--- config.mk ---
export PLATFORM = sky130hd
export DESIGN_NAME = unidade_saida_flat
export DESIGN_NICKNAME = d
export VERILOG_FILES = /design/src/rtl/unidade_saida_pkg.sv /design/src/rtl/unidade_saida_if.sv /design/src/rtl/unidade_saida_conversor_7seg.sv /design/src/rtl/unidade_saida.sv /design/src/flat_wrapper.sv
export SDC_FILE = /design/constraint.sdc
export NUM_CORES = 1
export LEC_CHECK = 0
export CAP_MARGIN = 20
export CORE_UTILIZATION = 50
export CTS_BUF_LIST = sky130_fd_sc_hd__clkbuf_8
export CTS_CLUSTER_SIZE = 28
export DETAILED_ROUTE_END_ITERATION = 12
export GPL_TIMING_DRIVEN = 0
export PLACE_DENSITY = 0.75
export SYNTH_ARGS = -nofsm -noshare
export SYNTH_HDL_FRONTEND = slang
export SYNTH_SLANG_ARGS = --single-unit
--- constraint.sdc ---
create_clock -name clk -period 3.9 [get_ports clk]
set_clock_uncertainty 0.05 [all_clocks]
set_input_delay 0.78 -clock clk [delete_from_list [all_inputs] [get_ports clk]]
set_output_delay 0.78 -clock clk [all_outputs]
set_load 0.02 [all_outputs]
--- src/rtl/unidade_saida_pkg.sv ---
// Shared definitions for the CPU output unit: FSM states, 7-segment table
// and the per-nibble double-dabble adjust.
package pacote_saida;

  typedef enum logic {
    OCIOSO   = 1'b0,
    CONVERTE = 1'b1
  } estado_t;

  // Active-high gfedcba pattern meaning "everything off".
  localparam logic [6:0] SEG_APAGADO = 7'b0000000;

  // Digit -> gfedcba, active-high. Entry 0 sits in the low bits.
  // A-F are blank because only BCD digits ever reach the table.
  localparam logic [15:0][6:0] TABELA_7SEG = {
    7'h00, 7'h00, 7'h00, 7'h00, 7'h00, 7'h00,  // F..A
    7'h6F, 7'h7F, 7'h07, 7'h7D, 7'h6D,         // 9..5
    7'h66, 7'h4F, 7'h5B, 7'h06, 7'h3F          // 4..0
  };

  // Double-dabble step: a nibble >= 5 gets +3 (4-bit, carry dropped).
  function automatic logic [3:0] ajusta_bcd(input logic [3:0] n);
    return (n >= 4'd5) ? n + 4'd3 : n;
  endfunction

endpackage

--- src/rtl/unidade_saida_if.sv ---
// Control <-> output unit bus. master = CPU control, slave = unidade_saida.
interface unidade_saida_if #(
  parameter int LARGURA = 16,
  parameter int DIGITOS = 5
);
  logic                   imprimir;
  logic [LARGURA-1:0]     valor;
  logic                   ocupado;
  logic                   pronto;
  logic [4*DIGITOS-1:0]   bcd;
  logic [7*DIGITOS-1:0]   segmentos;
  logic                   sinal;

  modport master (
    output imprimir, valor,
    input  ocupado, pronto, bcd, segmentos, sinal
  );

  modport slave (
    input  imprimir, valor,
    output ocupado, pronto, bcd, segmentos, sinal
  );
endinterface

--- src/rtl/unidade_saida_conversor_7seg.sv ---
// Combinational nibble -> 7-segment decoder with output polarity select.
// apagar_i forces the digit dark regardless of the nibble.
module conversor_7seg
  import pacote_saida::*;
#(
  parameter bit ATIVO_BAIXO = 1'b1
) (
  input  logic [3:0] digito_i,
  input  logic       apagar_i,
  output logic [6:0] segmentos_o
);
  logic [6:0] seg_alto;

  assign seg_alto    = apagar_i ? SEG_APAGADO : TABELA_7SEG[digito_i];
  assign segmentos_o = ATIVO_BAIXO ? ~seg_alto : seg_alto;
endmodule

--- src/rtl/unidade_saida.sv ---
// Output unit: serial double-dabble binary->BCD, one bit per clock, then
// registered BCD and 7-segment digits. Define SINAL_EN to treat valor as
// two's-complement (magnitude displayed, sign on `sinal`).
module unidade_saida
  import pacote_saida::*;
#(
  parameter int LARGURA         = 16,
  parameter int DIGITOS         = 5,
  parameter bit SEG_ATIVO_BAIXO = 1'b1
) (
  input  logic            clk,
  input  logic            rst_n,
  unidade_saida_if.slave  io
);
  localparam int CW = $clog2(LARGURA + 1);
  localparam int AW = 4 * DIGITOS;

  estado_t           estado_q, estado_d;
  logic [CW-1:0]     contador_q, contador_d;
  logic [LARGURA-1:0] shift_q, shift_d;
  logic [AW-1:0]     acc_q, acc_d;
  logic [AW-1:0]     bcd_q, bcd_d;
  logic              pronto_q, pronto_d;
  logic              valido_q, valido_d;   // a result has been shown since reset
  logic              sinal_q, sinal_d;
  logic              sinal_pend_q, sinal_pend_d;

  logic [LARGURA-1:0] valor_abs;
  logic               negativo;
  logic [AW-1:0]      acc_aj;
  logic [AW+LARGURA-1:0] desloc;
  logic [7*DIGITOS-1:0]  seg;

`ifdef SINAL_EN
  // Magnitude as LARGURA-bit unsigned: the most negative value maps onto
  // its own bit pattern, which reads correctly as unsigned.
  assign negativo  = io.valor[LARGURA-1];
  assign valor_abs = negativo ? (~io.valor + LARGURA'(1)) : io.valor;
`else
  assign negativo  = 1'b0;
  assign valor_abs = io.valor;
`endif

  // Per-nibble +3 ahead of each shift.
  for (genvar g = 0; g < DIGITOS; g++) begin : g_ajuste
    assign acc_aj[4*g +: 4] = ajusta_bcd(acc_q[4*g +: 4]);
  end

  assign desloc = {acc_aj, shift_q} << 1;

  // Next-state: accept in OCIOSO, one dabble step per edge in CONVERTE,
  // publish the result on the last step.
  always_comb begin
    estado_d     = estado_q;
    contador_d   = contador_q;
    shift_d      = shift_q;
    acc_d        = acc_q;
    bcd_d        = bcd_q;
    pronto_d     = 1'b0;
    valido_d     = valido_q;
    sinal_d      = sinal_q;
    sinal_pend_d = sinal_pend_q;
    case (estado_q)
      OCIOSO: begin
        if (io.imprimir) begin
          shift_d      = valor_abs;
          acc_d        = '0;
          contador_d   = CW'(LARGURA);
          sinal_pend_d = negativo;
          estado_d     = CONVERTE;
        end
      end
      CONVERTE: begin
        acc_d      = desloc[AW+LARGURA-1:LARGURA];
        shift_d    = desloc[LARGURA-1:0];
        contador_d = contador_q - CW'(1);
        if (contador_q == CW'(1)) begin
          estado_d = OCIOSO;
          bcd_d    = desloc[AW+LARGURA-1:LARGURA];
          sinal_d  = sinal_pend_q;
          valido_d = 1'b1;
          pronto_d = 1'b1;
        end
      end
      default: estado_d = OCIOSO;
    endcase
  end

  // State and result registers; reset aborts any conversion.
  always_ff @(posedge clk or negedge rst_n) begin
    if (!rst_n) begin
      estado_q     <= OCIOSO;
      contador_q   <= '0;
      shift_q      <= '0;
      acc_q        <= '0;
      bcd_q        <= '0;
      pronto_q     <= 1'b0;
      valido_q     <= 1'b0;
      sinal_q      <= 1'b0;
      sinal_pend_q <= 1'b0;
    end else begin
      estado_q     <= estado_d;
      contador_q   <= contador_d;
      shift_q      <= shift_d;
      acc_q        <= acc_d;
      bcd_q        <= bcd_d;
      pronto_q     <= pronto_d;
      valido_q     <= valido_d;
      sinal_q      <= sinal_d;
      sinal_pend_q <= sinal_pend_d;
    end
  end

  // One decoder per digit, driven from the registered BCD; dark until the
  // first result so reset shows nothing rather than zeros.
  for (genvar g = 0; g < DIGITOS; g++) begin : g_digito
    conversor_7seg #(.ATIVO_BAIXO(SEG_ATIVO_BAIXO)) u_conv (
      .digito_i    (bcd_q[4*g +: 4]),
      .apagar_i    (!valido_q),
      .segmentos_o (seg[7*g +: 7])
    );
  end

  assign io.ocupado   = (estado_q == CONVERTE);
  assign io.pronto    = pronto_q;
  assign io.bcd       = bcd_q;
  assign io.segmentos = seg;
  assign io.sinal     = sinal_q;
endmodule

--- src/flat_wrapper.sv ---
// flat-port wrapper written by rule: the top's interface ports become plain ports
module unidade_saida_flat import pacote_saida::*;
#(
  parameter int LARGURA         = 16,
  parameter int DIGITOS         = 5,
  parameter bit SEG_ATIVO_BAIXO = 1'b1
)
  (clk, rst_n, io_imprimir, io_valor, io_ocupado, io_pronto, io_bcd, io_segmentos, io_sinal);
  unidade_saida_if #(.LARGURA(LARGURA), .DIGITOS(DIGITOS)) io_i ();
  input  logic clk;
  input  logic rst_n;
  input wire logic [$bits(io_i.imprimir)-1:0] io_imprimir;
  input wire logic [$bits(io_i.valor)-1:0] io_valor;
  output wire logic [$bits(io_i.ocupado)-1:0] io_ocupado;
  output wire logic [$bits(io_i.pronto)-1:0] io_pronto;
  output wire logic [$bits(io_i.bcd)-1:0] io_bcd;
  output wire logic [$bits(io_i.segmentos)-1:0] io_segmentos;
  output wire logic [$bits(io_i.sinal)-1:0] io_sinal;
  assign io_i.imprimir = io_imprimir;
  assign io_i.valor = io_valor;
  assign io_ocupado = io_i.ocupado;
  assign io_pronto = io_i.pronto;
  assign io_bcd = io_i.bcd;
  assign io_segmentos = io_i.segmentos;
  assign io_sinal = io_i.sinal;
  unidade_saida #(.LARGURA(LARGURA), .DIGITOS(DIGITOS), .SEG_ATIVO_BAIXO(SEG_ATIVO_BAIXO)) u_core (.clk(clk), .rst_n(rst_n), .io(io_i));
endmodule
==> run_results.csv <==
group,metric,value,unit
hold_path,hold_class,"register to register",
clock_network,cts_hold_buffers,0,
sta,grt_setup_unrepaired,"false",
clock_network,cts_sinks,64,
logic_synthesis,ys.warnings.count,0,
floorplanning,core,7850,µm²
outcome,status,"complete, no violations",
logic_synthesis,ys_seq_elements,64,
power_and_ir_drop,p_comb_share,63.6,%
clock_network,insertion_delay,330,ps
sta,min_period,3100,ps
sta,finalHoldViolCount,0,
route,drtIter0Drc,153,
clock_network,cts_buffer_depth,2,
critical_path,critPathArrivalTime,2270,ps
placement,hpwl,6330,µm
floorplanning,dieArea,8620,µm²
critical_path,critPathKind,"register to output pin",
critical_path,start_kind,"register",
floorplanning,ios,77,
power_and_ir_drop,power_frac_clock,11.4,%
sta,fmax,322,MHz
sta,relSlewSlack,46.5,%
placement,portBuffers,74,
global_route,grt_max_degree,65,
logic_synthesis,ys_types,37,
sta,fin_setup_tns,0,ps
route,vias_per_cell,5.33,
sta,slew_violations,0,
power_and_ir_drop,fin_total_pwr,5180,µW
critical_path,crit_path_end_kind,"output pin",
global_route,grt_pass1_vias,3215,
placement,gp_congestion,0.805,
route,route.antenna.remaining_nets,0,
cells_and_area,drive_above_1_share,10.1,%
floorplanning,die_w,92.8,µm
floorplanning,die_h,92.8,µm
job,drv_cap,0,
power_and_ir_drop,switchingPower,2340,µW
route,wl_per_cell,14.1,µm
clock_network,cts_root_buf,"clkbuf_8",
floorplanning,start_util,52.6,%
cells_and_area,mostFrequentLayoutCells,"clkdlybuf4s50_1 (73), dfrtp_1 (64), o21ai_0 (57), nand2_1 (47), ha_1 (37)",
route,drcViolationCount,0,
clock_network,clk_pin_slew,70,ps
global_route,grt_pass1_wl,15100,µm
cells_and_area,fin_area,5190,µm²
route,wl,8970,µm
logic_synthesis,synthCells,447,
logic_synthesis,synthesis.area,4120,µm²
cells_and_area,diodes,0,
route,vias,3401,
sta,post-route-period-util,79.5,%
power_and_ir_drop,peakVddDrop,331,µV
placement,dp_slack,1170,ps
sta,worst_pin_slew,803,ps
cells_and_area,syn_to_final_growth,26.0,%
floorplanning,num_rows,32,
power_and_ir_drop,power.density,997,nW/µm²
critical_path,path_max_fanout,7,
logic_synthesis,synth-seq-area-share,38.8,%
power_and_ir_drop,internal_power,2840,µW
power_and_ir_drop,p_seq_share,25.0,%
global_route,grt_usage,22.2,%
cells_and_area,final_common_cell,"clkdlybuf4s50_1",
sta,setup-violations-final,0,
cells_and_area,n_fill_cell,686,
clock_network,ctsResizeCount,0,
global_route,grt_antenna_before_repair,0,
placement,place_area,4990,µm²
power_and_ir_drop,p_leak,0.00242,µW
clock_network,post_cts_buffers,0,
logic_synthesis,synth_fp_nets,503,
sta,setup_ws,799,ps
clock_network,cts_htree_levels,3,
power_and_ir_drop,switching_share,45.2,%
route,dr.pass1.iters,4,
cells_and_area,layout.nets,588,
logic_synthesis,syn_area_per_cell,9.23,µm²
clock_network,cts_buffers,9,
clock_network,tritoncts,"done",
critical_path,critical_path_required,3070,ps
global_route,grt_overflow,0,
## layout make-up
cell class | count | area, µm² | area share, %
inverter | 33 | 129 | 2.48
timing repair buffer | 74 | 738 | 14.2
sequential | 64 | 1600 | 30.8
tap | 102 | 128 | 2.46
buffer | 23 | 116 | 2.24
clock buffer | 12 | 165 | 3.18
clock inverter | 3 | 40.0 | 0.771
multi-input combinational | 327 | 2280 | 43.8
## kinds of logic after synthesis
logic type | synth area share (%)
other | 0.0909
buffers and inverters | 5.95
flip-flops | 38.8
AND/OR/NAND/NOR | 15.3
XOR/XNOR | 1.70
adder cells (fa/ha/maj) | 11.2
AO/OA/AOI/OAI | 17.2
multiplexers | 9.71
## Yosys cell counts
cell	count	share of area (%)
conb_1	1	0.091
a211oi_1	5	0.91
inv_1	32	2.9
nand2_1	47	4.3
mux2_2	8	2.2
clkbuf_1	8	0.73
a22o_1	6	1.3
a22o_2	1	0.24
a21oi_4	2	0.79
a21oi_2	3	0.64
xor2_1	3	0.64
nand4b_4	1	0.58
clkinv_4	1	0.21
nor3b_1	14	2.5
nor3_1	10	1.2
or2_2	1	0.15
mux2_4	2	0.73
a21o_1	6	1.1
nor2_1	11	1.0
ha_1	37	11
and2_1	5	0.76
o31ai_1	2	0.36
a21oi_1	31	3.8
nor2b_1	4	0.61
nand2b_1	19	2.9
buf_6	1	0.27
xnor2_1	5	1.1
buf_2	12	1.5
o21ai_0	57	6.9
mux2i_1	28	6.8
nand2b_2	2	0.42
dfrtp_1	64	39
nand3_1	2	0.24
and3_1	2	0.30
buf_4	2	0.36
o21ai_1	10	1.2
nor2_2	2	0.30
## registers in the layout, indices dropped and copies added, names as in the netlist
| register | count |
|---|---|
| u_core.valido_q | 1 |
| u_core.shift_q | 16 |
| u_core.io.pronto | 1 |
| u_core.contador_q | 5 |
| u_core.acc_q | 20 |
| u_core.io.bcd | 20 |
| u_core.io.ocupado | 1 |
## path summary, 6_finish.rpt
check	from	endpoint	slack, ps	cells after the start
worst max-delay path	u_core.io.bcd[1]	io_segmentos[3]	800	6
worst min-delay path	u_core.shift_q[6]	u_core.shift_q[7]	440	2
worst max register to register	u_core.acc_q[4]	u_core.io.bcd[6]	2240	6
worst min register to register	u_core.shift_q[6]	u_core.shift_q[7]	440	2
max in group asynchronous	rst_n	u_core.acc_q[11]	2790	1
min in group asynchronous	rst_n	u_core.shift_q[4]	480	1
## layer usage
metal	part of all wire, %	GRT usage (%)	vias up
met5	0	0	-
met4	1.8	8.08	0
met3	3.9	3.12	16
met2	47	36.9	80
met1	48	29.5	1613
li1	-	-	1692
## critical path, stage by stage, from the launching register on
cell	delay [ps]
dfrtp_1	480
inv_1	160
ha_1	200
or2_2	260
a21oi_1	170
o21ai_0	100
clkdlybuf4s50_1	570
## metrics by stage
stage	hold WS [ps]	instances	util, %
after detailed placement	423	623	63.6
after floorplan	402	447	-
final	439	638	66.2
after global placement	415	623	63.6
after CTS	440	638	66.2
after global routing	473	638	66.2
## power groups by stage
stage	clock [µW]	combinational, µW	sequential (µW)
global route	626	3610	1340
global placement	0	3200	1290
floorplan	0	1980	1340
finish	588	3290	1300
CTS	598	3310	1290
detailed placement	0	3290	1300
Power figures use the tool's default switching activity.
